$ cat config.mk
export PLATFORM = sky130hd
export DESIGN_NAME = ctrl_word_monitor
export DESIGN_NICKNAME = d
export VERILOG_FILES = /design/src/rtl/ctrl_word_monitor.sv
export SDC_FILE = /design/constraint.sdc
export NUM_CORES = 1
export LEC_CHECK = 0
export CAP_MARGIN = 30
export CORE_MARGIN = 3
export CORE_UTILIZATION = 45
export CTS_CLUSTER_DIAMETER = 150
export DETAILED_ROUTE_END_ITERATION = 10
export GPL_TIMING_DRIVEN = 0
export HOLD_SLACK_MARGIN = 0.06
export PLACE_DENSITY = 0.68
export SYNTH_ARGS = -nofsm -noshare
export SYNTH_HDL_FRONTEND = slang
export SYNTH_SLANG_ARGS = --single-unit
$ cat constraint.sdc
create_clock -name clk -period 4 [get_ports clk]
set_input_delay 0.6 -clock clk [delete_from_list [all_inputs] [get_ports clk]]
set_output_delay 0.6 -clock clk [all_outputs]
set_load 0.03 [all_outputs]
$ cat src/rtl/ctrl_word_monitor.sv
// Passive monitor for the 25-bit sequencer control-word bus: decodes words to micro-op codes,
// flags illegal words and idle->restart violations, buffers codes in a history FIFO, counts errors.
module ctrl_word_monitor #(
    parameter int DEPTH = 8,
    parameter int CNT_W = 8
) (
    input  logic             clk,
    input  logic             rst,
    input  logic             sample_en,
    input  logic [24:0]      y_in,
    input  logic             clr_err,
    input  logic             rd_en,
    output logic [3:0]       code_o,
    output logic             code_vld,
    output logic             illegal,
    output logic             seq_err,
    output logic [CNT_W-1:0] err_cnt,
    output logic [4:0]       rd_data,
    output logic             fifo_empty,
    output logic             fifo_full,
    output logic             overflow
);

    localparam int AW = $clog2(DEPTH);
    localparam logic [AW:0] DEPTH_C = (AW + 1)'(DEPTH);
    localparam logic [CNT_W+1:0] CNT_MAX = {2'b00, {CNT_W{1'b1}}};

    typedef enum logic {
        IDLE_OK,
        WAIT_RESTART
    } chk_state_t;

    // ------------------------------------------------------------------
    // Word decode: exact match against the legal control-word table
    // ------------------------------------------------------------------
    logic [3:0] dec_code;
    logic       dec_legal;

    always_comb begin
        dec_code  = '0;
        dec_legal = 1'b1;
        case (y_in)
            25'h0000000: dec_code = 4'd0;
            25'h0000400: dec_code = 4'd1;
            25'h000007A: dec_code = 4'd2;
            25'h0402078: dec_code = 4'd3;
            25'h0010100: dec_code = 4'd4;
            25'h000C088: dec_code = 4'd5;
            25'h004000E: dec_code = 4'd6;
            25'h08000C8: dec_code = 4'd7;
            25'h000403A: dec_code = 4'd8;
            25'h0000300: dec_code = 4'd9;
            25'h010200C: dec_code = 4'd10;
            25'h000084A: dec_code = 4'd11;
            25'h02A8008: dec_code = 4'd12;
            25'h0003038: dec_code = 4'd13;
            25'h1020003: dec_code = 4'd14;
            25'h00A000A: dec_code = 4'd15;
            default: begin
                dec_code  = '0;
                dec_legal = 1'b0;
            end
        endcase
    end

    logic is_idle_word;
    logic is_restart_word;
    logic ill_hit;

    assign is_idle_word    = dec_legal && (dec_code == 4'd0);
    assign is_restart_word = dec_legal && (dec_code == 4'd1);
    assign ill_hit         = sample_en && !dec_legal;

    // ------------------------------------------------------------------
    // Sequence checker: idle word must be followed by the restart word
    // ------------------------------------------------------------------
    chk_state_t state;
    chk_state_t state_nxt;
    logic       seq_hit;

    always_ff @(posedge clk or posedge rst) begin
        if (rst) begin
            state <= IDLE_OK;
        end else begin
            state <= state_nxt;
        end
    end

    always_comb begin
        state_nxt = state;
        seq_hit   = 1'b0;
        if (sample_en) begin
            case (state)
                IDLE_OK: begin
                    if (is_idle_word) begin
                        state_nxt = WAIT_RESTART;
                    end
                end
                WAIT_RESTART: begin
                    if (is_restart_word) begin
                        state_nxt = IDLE_OK;
                    end else begin
                        // A repeated idle word re-arms the wait; anything else drops it.
                        seq_hit   = 1'b1;
                        state_nxt = is_idle_word ? WAIT_RESTART : IDLE_OK;
                    end
                end
                default: state_nxt = IDLE_OK;
            endcase
        end
    end

    // ------------------------------------------------------------------
    // Registered decode outputs and pulses
    // ------------------------------------------------------------------
    always_ff @(posedge clk or posedge rst) begin
        if (rst) begin
            code_o   <= '0;
            code_vld <= 1'b0;
            illegal  <= 1'b0;
            seq_err  <= 1'b0;
        end else begin
            code_vld <= sample_en;
            illegal  <= ill_hit;
            seq_err  <= seq_hit;
            if (sample_en) begin
                code_o <= dec_code;
            end
        end
    end

    // ------------------------------------------------------------------
    // Saturating error counter; clear beats same-cycle events
    // ------------------------------------------------------------------
    logic [CNT_W+1:0] cnt_sum;

    always_comb begin
        cnt_sum = {2'b00, err_cnt}
                + {{(CNT_W + 1){1'b0}}, ill_hit}
                + {{(CNT_W + 1){1'b0}}, seq_hit};
    end

    always_ff @(posedge clk or posedge rst) begin
        if (rst) begin
            err_cnt <= '0;
        end else if (clr_err) begin
            err_cnt <= '0;
        end else if (cnt_sum > CNT_MAX) begin
            err_cnt <= '1;
        end else begin
            err_cnt <= cnt_sum[CNT_W-1:0];
        end
    end

    // ------------------------------------------------------------------
    // History FIFO of {illegal_bit, code}
    // ------------------------------------------------------------------
    logic [4:0]    mem [DEPTH];
    logic [AW-1:0] wr_ptr;
    logic [AW-1:0] rd_ptr;
    logic [AW:0]   count;
    logic          full;
    logic          do_pop;
    logic          do_push;
    logic          drop;

    assign full    = (count == DEPTH_C);
    assign do_pop  = rd_en && (count != '0);
    // A pop in the same cycle frees the slot, so a full FIFO still accepts the push.
    assign do_push = sample_en && (!full || do_pop);
    assign drop    = sample_en && full && !do_pop;

    always_ff @(posedge clk or posedge rst) begin
        if (rst) begin
            for (int unsigned i = 0; i < DEPTH; i++) begin
                mem[i] <= '0;
            end
            wr_ptr  <= '0;
            rd_ptr  <= '0;
            count   <= '0;
            rd_data <= '0;
        end else begin
            if (do_push) begin
                mem[wr_ptr] <= {ill_hit, dec_code};
                wr_ptr      <= wr_ptr + AW'(1);
            end
            if (do_pop) begin
                rd_data <= mem[rd_ptr];
                rd_ptr  <= rd_ptr + AW'(1);
            end
            case ({do_push, do_pop})
                2'b10:   count <= count + (AW + 1)'(1);
                2'b01:   count <= count - (AW + 1)'(1);
                default: count <= count;
            endcase
        end
    end

    always_ff @(posedge clk or posedge rst) begin
        if (rst) begin
            overflow <= 1'b0;
        end else if (clr_err) begin
            overflow <= 1'b0;
        end else if (drop) begin
            overflow <= 1'b1;
        end
    end

    assign fifo_empty = (count == '0);
    assign fifo_full  = full;

endmodule

==> impl_metrics.tcl, run 1 <==
set metrics [dict create \
    status "finished, final reports clean" \
    coreArea_um2 8300 \
    timing.reg2reg.setup_slack_ns 1.18 \
    rr_worst_depth 12 \
    avgSynthCellArea_um2 10.1 \
    p_total_uw 2150 \
    period_share 0.894 \
    final_nets 484 \
    hold_path_depth 2 \
    path_cells "clkdlybuf4s50_1 > nor3_4 > nand4_2 > nor4_4 > nor3_2 > nand3_1 > nor4_2 > fa_1 > ha_1 > nand3_1 > nor2_1 > nand2_1 > a21oi_1" \
    htreeDepth 3 \
    first_pass_iters 4 \
    p_per_area_nw_per_um2 453 \
    io_buffer_count 51 \
    path_buf_inv 1 \
    cp_slowest_cell "clkdlybuf4s50_1" \
    setup_viol 0 \
    dp.cells 540 \
    stdcell_count 555 \
    synth_xor_area_frac 0.0270 \
    area_growth_pct 22.1 \
    cp_slowest_stage_delay_ns 0.54 \
    synth_seq_cells 72 \
    synth_top_family_by_area "simple AND/OR/NAND/NOR gates" \
    synth_mux_area_frac 0.0734 \
    synthFlopType "dfrtp_1" \
    grt_overflow 0 \
    root_buffer "clkbuf_8" \
    drive_above_1_share 0.0933 \
    ir_drop_mv 0.240 \
    io_pins 53 \
    floorplan.initialDensity 0.469 \
    cp-start-kind "input port" \
    cts_setup_buffers 0 \
    place_congestion 0.881 \
    crit_arrival_ns 3.78 \
    yosys.area_share.simple 0.267 \
    reg2reg_to "count[3]" \
    cts_tree "yes" \
    fmax_mhz 280 \
    fin_setup_tns_ns 0 \
    fp.dieArea_um2 9790 \
    min_to "mem[39]" \
    hp-start "mem[39]" \
    wire_per_inst_um 15.8 \
    grt_max_degree 73 \
    fin_skew_ns 0.00981 \
    hold_path_class "flop to flop" \
    cap_viol_max_count 0 \
    rsz0062_at_grt "false" \
    synth_compound_area_frac 0.117 \
    cts.sinks 72 \
    yosys_warnings 0 \
    cp_max_fo 6 \
    post-dp-hpwl_mm 6.65 \
    place_ws_ns -0.0651 \
    clk_pin_slew_worst_paths_ns 0.07 \
    finalWorstSetupSlack_ns 0.426 \
    layout_common_cells "72 x nand2_1, 72 x dfrtp_1, 51 x clkdlybuf4s50_1" \
    drc 0 \
    hold_slack_ns 0.477 \
    worst_pin_slew_ns 0.868 \
    cts_buffers 9 \
    die_h_um 99.0 \
    die_w_um 99.0 \
    rows 33 \
    drt_iter0_drc 98 \
    required_ns 4.20 \
    via_per_inst 5.59 \
    maxSlewViolCount 0 \
    grt_use_total 0.192 \
    hold_violations 0 \
    critPathCaptureType "flop" \
    synth_fa_ha_area_frac 0.0296 \
    slew_headroom 0.421 \
    path_class "input port to flop" \
    critPathMostFrequentCell "nand3_1" \
    synth_edf_count 0 \
    postSynth.asyncResetShare 1.00 \
    cts_buffer_depth 2 \
    p_leak_uw 0.00193 \
    clk_latency_ns 0.34 \
    cts_hold_buf 0 \
    synth_cells 384 \
    grt_pass1_vias 3139 \
    critical-path-top-delay-family "simple AND/OR/NAND/NOR gates" \
    synthDistinctLibCells 58 \
    num_vias 3105 \
    syn_nets 422 \
    synth_area_um2 3890 \
    worstReg2RegStart "count[0]" \
    yosysSeqAreaShare 0.463 \
    min_period_ns 3.57 \
    antennaDiodeCount 0 \
    ant_nets 0 \
    wirelength_mm 8.75 \
    antenna_found_initial 0 \
    grt_first_pass_wirelength_mm 15.3 \
    fillers 740 \
]
==> worst min-delay path, stage by stage, from the launching register on <==
cell	delay, ns
dfrtp_1	0.34
nand2_1	0.05
o31ai_1	0.05
==> report_power, final <==
| part | total [uW] | internal (uW) | switching, uW |
|---|---|---|---|
| clock | 617 | 349 | 268 |
| sequential | 895 | 829 | 66.0 |
| combinational | 641 | 275 | 366 |
| total | 2150 | 1450 | 700 |
==> metrics by stage <==
stage                      util  instance area (um^2)
after CTS                 0.572                  4740
after global routing      0.572                  4750
final                     0.572                  4750
after global placement    0.546                  4530
after detailed placement  0.546                  4530
after floorplan               -                  3890
==> area by class of cell <==
cell class	count	area [um^2]	share of cell area
Multi-Input combinational cell	291	2010	0.422
Sequential cell	72	1800	0.379
Timing Repair Buffer	51	510	0.107
Tap cell	105	131	0.0277
Clock buffer	10	128	0.0269
Clock inverter	5	82.6	0.0174
Buffer	11	50.0	0.0105
Inverter	10	40.0	0.00843
==> logic make-up after synthesis <==
group	Yosys count
AND/OR/NAND/NOR	178
AO/OA/AOI/OAI	77
flip-flops	72
buffers and inverters	21
multiplexers	16
XOR/XNOR	12
adder cells (fa/ha/maj)	8
==> cell usage after synthesis (3+ instances only) <==
library cell / count / share of area
dfrtp_1: 72 / 0.46
nand2_1: 72 / 0.069
o21ai_0: 21 / 0.027
o21ai_1: 18 / 0.023
nor2_1: 17 / 0.016
a21oi_1: 15 / 0.019
nor3_1: 13 / 0.017
mux4_2: 10 / 0.058
nor4_1: 10 / 0.016
inv_1: 9 / 0.0087
o31ai_1: 9 / 0.017
xnor2_1: 9 / 0.020
nand3_1: 8 / 0.010
nand4_1: 8 / 0.013
clkbuf_1: 7 / 0.0068
ha_1: 6 / 0.019
mux2i_1: 6 / 0.015
nand4b_1: 5 / 0.011
nor4b_1: 5 / 0.011
and3_1: 3 / 0.0048
nand2b_1: 3 / 0.0048
nand3b_1: 3 / 0.0058
nor3b_1: 3 / 0.0058
nor4_4: 3 / 0.016
xor2_1: 3 / 0.0068
==> how the worst max path moves through the flow <==
stage                  start  slack, ns         end  cells past startpoint
global placement    y_in[13]      -0.07  err_cnt[6]                     12
detailed placement  y_in[13]      -0.07  err_cnt[0]                     13
global route        y_in[13]       0.07  err_cnt[6]                     12
finish              y_in[23]       0.43  err_cnt[1]                     13
floorplan           count[0]       0.98    count[3]                     10
CTS                 y_in[13]       0.27  err_cnt[1]                     13
==> sequential cells by signal, indices dropped and copies added (netlist names) <==
signal / flops
overflow: 1
rd_ptr: 3
err_cnt: 8
count: 4
state: 1
seq_err: 1
mem: 40
code_vld: 1
illegal: 1
code_o: 4
wr_ptr: 3
rd_data: 5
==> routing by layer <==
metal | routed length (um) | global-route usage
met2 | 4300 | 0.320
met1 | 4020 | 0.252
met5 | 0 | 0
met4 | 118 | 0.0536
met3 | 313 | 0.0432
==> repair_timing <==
action                                  CTS  global route
endpoints found under the setup margin    0             7
endpoints found under the hold margin     0             0
resized for setup                         0             1
Power figures use the tool's default switching activity.
==> run 2, diff against run 1 <==
--- a/config.mk
+++ b/config.mk
@@ -7,12 +7,12 @@
 export LEC_CHECK = 0
 export CAP_MARGIN = 30
 export CORE_MARGIN = 3
-export CORE_UTILIZATION = 45
+export CORE_UTILIZATION = 40
 export CTS_CLUSTER_DIAMETER = 150
 export DETAILED_ROUTE_END_ITERATION = 10
 export GPL_TIMING_DRIVEN = 0
 export HOLD_SLACK_MARGIN = 0.06
-export PLACE_DENSITY = 0.68
+export PLACE_DENSITY = 0.61
 export SYNTH_ARGS = -nofsm -noshare
 export SYNTH_HDL_FRONTEND = slang
 export SYNTH_SLANG_ARGS = --single-unit
==> impl_metrics.tcl, run 2 (same netlist as run 1, synthesis figures left out) <==
set metrics [dict create \
    cap_viol_max_count 0 \
    first_pass_iters 5 \
    grt_use_met1 0.216 \
    ctsResizeCount 0 \
    cts_tree "yes" \
    cp_max_fo 7 \
    grt_busiest_layer "met2" \
    cts_buffers 9 \
    drt_iter0_drc 97 \
    cts_buffer_depth 2 \
    critPathMostFrequentCell "nand2_1" \
    worstReg2RegStart "count[0]" \
    grt_pass1_vias 3181 \
    fillers 892 \
    grt_first_pass_wirelength_mm 15.3 \
    hold_path_class "flop to flop" \
    io_pins 53 \
    clk_latency_ns 0.35 \
    largest_registers "mem: 40 flops, err_cnt: 8 flops, rd_data: 5 flops" \
    layout_common_cells "72 x nand2_1, 72 x dfrtp_1, 51 x clkdlybuf4s50_1" \
    fmax_mhz 266 \
    min_period_ns 3.76 \
    worst_pin_slew_ns 0.885 \
    place_ws_ns -0.128 \
    maxSlewViolCount 0 \
    drive_above_1_share 0.0976 \
    io_buffer_count 51 \
    critPathCaptureType "flop" \
    post-dp-hpwl_mm 6.81 \
    startpoint "y_in[3]" \
    fin_util 0.512 \
    design_area_um2 4780 \
    rsz0062_at_grt "false" \
    cp-start-kind "input port" \
    cts.sinks 72 \
    crit_cells 12 \
    coreArea_um2 9330 \
    setup_viol 0 \
    clk_pin_slew_worst_paths_ns 0.08 \
    p_per_area_nw_per_um2 444 \
    placed_area_um2 4560 \
    rows 35 \
    grtUsageMet2 0.294 \
    cp-endpoint "err_cnt[0]" \
    floorplan.initialDensity 0.417 \
    num_vias 3099 \
    largest_register "mem" \
    path_buf_inv 1 \
    grtUsageMet3 0.0500 \
    grt_max_degree 73 \
    ant_nets 0 \
    clkPwrFrac 0.282 \
    crit_arrival_ns 3.96 \
    slew_headroom 0.410 \
    area_growth_pct 22.8 \
    path_class "input port to flop" \
    htreeDepth 3 \
    grt_overflow 0 \
    reg2reg_to "count[3]" \
    via_per_inst 5.34 \
    antennaDiodeCount 0 \
    fin_skew_ns 0.0134 \
    cts_setup_buffers 0 \
    fin_setup_tns_ns 0 \
    hold_path_depth 2 \
    combPwrFrac 0.297 \
    die_w_um 105 \
    die_h_um 105 \
    wire_per_inst_um 15.3 \
    cts_hold_buf 0 \
    required_ns 4.20 \
    drc 0 \
    fp.dieArea_um2 10900 \
    timing.reg2reg.setup_slack_ns 1.17 \
    swShare 0.340 \
    p_sw_uw 722 \
    finalWorstSetupSlack_ns 0.245 \
    root_buffer "clkbuf_8" \
    cp_slowest_cell "nor4b_1" \
    antenna_found_initial 0 \
    final_nets 484 \
    critical-path-top-delay-family "simple AND/OR/NAND/NOR gates" \
    p_leak_uw 0.00193 \
    power.share.sequential 0.422 \
    period_share 0.939 \
    ir_drop_mv 0.246 \
    grt_use_total 0.171 \
    largest_reg_flops 40 \
    cp_slowest_stage_delay_ns 0.65 \
    hold_violations 0 \
    place_congestion 0.876 \
    status "finished, final reports clean" \
    path_cells "clkdlybuf4s50_1 > nor4b_1 > nand2_1 > and4b_1 > a211o_1 > nor4_2 > fa_1 > ha_1 > nand3_1 > nor2_1 > nand2_1 > a21oi_1" \
    rr_worst_depth 12 \
    intPower_uw 1400 \
    wirelength_mm 8.85 \
]
[run 2: cell types whose count changed in the layout (fill, tap and decap cells not counted)]
cell        delta
inv_6          +3
bufinv_16      -1
clkbuf_1       -1
clkinv_2       -1
clkinv_4       -1
clkinvlp_4     +1
inv_8          +1
[run 2: worst register-to-register path, cell delays in order (launching register included)]
cell and delay [ns]:
dfrtp_1 0.44, or4b_1 0.55, nor2_1 0.20, nor2b_1 0.07, clkbuf_1 0.18, inv_2 0.13
ha_1 0.20, ha_1 0.24, a21o_1 0.18, a21oi_1 0.18, xnor2_1 0.15, nor2_1 0.07
xor2_1 0.14
[run 2: layout make-up]
cell class	instances	area [um^2]	share of cell area
multi-input cells	291	2010	0.420
repair buffers	51	510	0.107
clock inverters	7	83.8	0.0175
inverters	10	40.0	0.00838
well taps	129	161	0.0338
flip-flops and latches	72	1800	0.377
plain buffers	11	50.0	0.0105
clock buffers	9	124	0.0259
[run 2: power groups by stage]
stage	Combinational, uW	Clock (uW)	Sequential [uW]
global placement	626	0	905
global route	714	653	911
finish	630	598	896
floorplan	446	0	912
CTS	641	618	896
detailed placement	637	0	910
[run 2: layer usage]
layer	vias up	part of all wire
met5	-	0
met4	0	0.0054
met3	5	0.046
met2	72	0.49
met1	1470	0.46
li1	1552	-
[run 2: worst min-delay path by stage]
| stage | from | to | slack [ns] |
|---|---|---|---|
| 2_1_floorplan | mem[29] | mem[29] | 0.44 |
| 3_3_place_gp | mem[39] | mem[39] | 0.46 |
| 3_5_place_dp | mem[24] | mem[24] | 0.47 |
| 4_1_cts | mem[24] | mem[24] | 0.49 |
| 5_1_grt | mem[38] | mem[38] | 0.51 |
| 6_report | mem[24] | mem[24] | 0.48 |
[run 2: per-stage QoR]
step / total power (uW) / std cells / hold slack (ns)
2_1_floorplan: 1360 / 384 / 0.443
3_3_place_gp: 1530 / 564 / 0.456
3_5_place_dp: 1550 / 564 / 0.467
4_1_cts: 2150 / 580 / 0.487
5_1_grt: 2280 / 580 / 0.512
6_report: 2120 / 580 / 0.480
==> run 3, diff against run 2 <==
--- a/config.mk
+++ b/config.mk
@@ -7,12 +7,12 @@
 export LEC_CHECK = 0
 export CAP_MARGIN = 30
 export CORE_MARGIN = 3
-export CORE_UTILIZATION = 40
+export CORE_UTILIZATION = 59
 export CTS_CLUSTER_DIAMETER = 150
 export DETAILED_ROUTE_END_ITERATION = 10
 export GPL_TIMING_DRIVEN = 0
 export HOLD_SLACK_MARGIN = 0.06
-export PLACE_DENSITY = 0.61
+export PLACE_DENSITY = 0.85
 export SYNTH_ARGS = -nofsm -noshare
 export SYNTH_HDL_FRONTEND = slang
 export SYNTH_SLANG_ARGS = --single-unit
==> impl_metrics.tcl, run 3 (same netlist as run 1, synthesis figures left out) <==
set metrics [dict create \
    status "finished, final reports clean" \
    fmax_mhz 280 \
    io_pins 53 \
    grt_first_pass_wirelength_mm 15.6 \
    fin_setup_tns_ns 0 \
    hold_path_class "flop to flop" \
    top_layer "met4" \
    wl_met3_um 386 \
    required_ns 4.22 \
    antenna_found_initial 0 \
    p_leak_uw 0.00192 \
    grt_max_degree 73 \
    fillers 449 \
    crit_arrival_ns 3.79 \
    area_growth_pct 21.0 \
    p_total_uw 2140 \
    fin_util 0.763 \
    coreArea_um2 6170 \
    critPathCaptureType "flop" \
    seq_area_um2 1800 \
    intPower_uw 1410 \
    floorplan.initialDensity 0.631 \
    hold_path_depth 2 \
    multiInputGateArea_um2 2010 \
    layout_common_cells "72 x nand2_1, 72 x dfrtp_1, 51 x clkdlybuf4s50_1" \
    hp-start "rd_data[2]" \
    cts_tree "yes" \
    io_buffer_count 51 \
    largest_register "mem" \
    num_vias 3185 \
    die_h_um 87.2 \
    cts_setup_buffers 0 \
    cts_buffer_depth 2 \
    swShare 0.342 \
    route.met2.wl_mm 4.65 \
    p_per_area_nw_per_um2 455 \
    largest_registers "mem: 40 flops, err_cnt: 8 flops, rd_data: 5 flops" \
    drt_iter0_drc 180 \
    ctsResizeCount 0 \
    hold_violations 0 \
    post-dp-hpwl_mm 6.71 \
    clk_pin_slew_worst_paths_ns 0.08 \
    wl_met1_mm 3.99 \
    wire_per_inst_um 17.5 \
    grt_overflow 0 \
    cts_buffers 9 \
    drive_above_1_share 0.0976 \
    combPwrFrac 0.302 \
    fin_skew_ns 0.00902 \
    cp_max_fo 7 \
    reg2reg_to "count[3]" \
    slew_headroom 0.434 \
    power.share.sequential 0.420 \
    setup_viol 0 \
    via_per_inst 6.06 \
    grt_pass1_vias 3286 \
    cap_viol_max_count 0 \
    final_nets 484 \
    cts.sinks 72 \
    cts_hold_buf 0 \
    antennaDiodeCount 0 \
    period_share 0.892 \
    drc 0 \
    rows 28 \
    ir_drop_mv 0.411 \
    place_congestion 0.904 \
    min_period_ns 3.57 \
    clkPwrFrac 0.278 \
    root_buffer "clkbuf_8" \
    path_class "input port to flop" \
    ant_nets 0 \
    finalWorstSetupSlack_ns 0.431 \
    largest_reg_flops 40 \
    fp.dieArea_um2 7600 \
    rsz0062_at_grt "false" \
    place_ws_ns 0.0718 \
    die_w_um 87.2 \
    first_pass_iters 4 \
    worst_pin_slew_ns 0.849 \
    maxSlewViolCount 0 \
    timing.reg2reg.setup_slack_ns 1.19 \
    clk_latency_ns 0.35 \
    htreeDepth 3 \
    cp-start-kind "input port" \
    rr_worst_depth 12 \
    grt_use_total 0.265 \
    p_sw_uw 733 \
    min_to "rd_data[2]" \
    wirelength_mm 9.19 \
    worstReg2RegStart "count[0]" \
]
## run 3: cell types whose count changed in the layout (fill, tap and decap cells not counted)
| cell | before | now |
|---|---|---|
| clkinvlp_4 | 1 | 2 |
| clkbuf_8 | 9 | 10 |
| inv_8 | 1 | 0 |
| clkinv_2 | 0 | 1 |
| inv_6 | 3 | 1 |
## run 3: how the worst max path moves through the flow
stage / slack (ns) / to / startpoint / depth (start not counted)
after floorplan: 0.98 / count[3] / count[0] / 10
after global placement: 0.04 / err_cnt[1] / y_in[13] / 13
after detailed placement: 0.07 / err_cnt[1] / y_in[13] / 13
after CTS: 0.40 / err_cnt[0] / y_in[13] / 13
after global routing: 0.15 / err_cnt[2] / y_in[3] / 12
final: 0.43 / err_cnt[1] / y_in[3] / 12
## run 3: stage by stage
| step | hold slack, ns | instances | area (um^2) |
|---|---|---|---|
| finish | 0.477 | 526 | 4710 |
| global route | 0.499 | 526 | 4710 |
| global placement | 0.457 | 510 | 4490 |
| floorplan | 0.443 | 384 | 3890 |
| CTS | 0.483 | 526 | 4700 |
| detailed placement | 0.466 | 510 | 4500 |
## run 3: final cells by class
| cell class | count | area share |
|---|---|---|
| Timing Repair Buffer | 51 | 0.108 |
| Inverter | 10 | 0.00851 |
| Buffer | 11 | 0.0106 |
| Clock inverter | 6 | 0.0144 |
| Multi-Input combinational cell | 291 | 0.426 |
| Clock buffer | 10 | 0.0292 |
| Sequential cell | 72 | 0.383 |
| Tap cell | 75 | 0.0199 |
## run 3: critical path: stages
cell and delay, ns:
clkdlybuf4s50_1 0.58, nor4b_1 0.57, nand2_1 0.27, and4b_1 0.35, a211o_1 0.19, nor4_2 0.09
fa_1 0.43, ha_1 0.24, nand3_1 0.14, nor2_1 0.06, nand2_1 0.17, a21oi_1 0.10
## run 3: power by group through the flow
| stage | logic (uW) | clock network (uW) | registers (uW) |
|---|---|---|---|
| after floorplan | 446 | 0 | 912 |
| after global placement | 618 | 0 | 902 |
| after detailed placement | 644 | 0 | 909 |
| after CTS | 653 | 599 | 899 |
| after global routing | 719 | 631 | 911 |
| final | 646 | 596 | 900 |
## run 3: routing by layer
layer | vias up | track usage
met4 | 0 | 0.100
met3 | 16 | 0.0501
li1 | 1551 | -
met2 | 82 | 0.453
met5 | - | 0
met1 | 1536 | 0.336
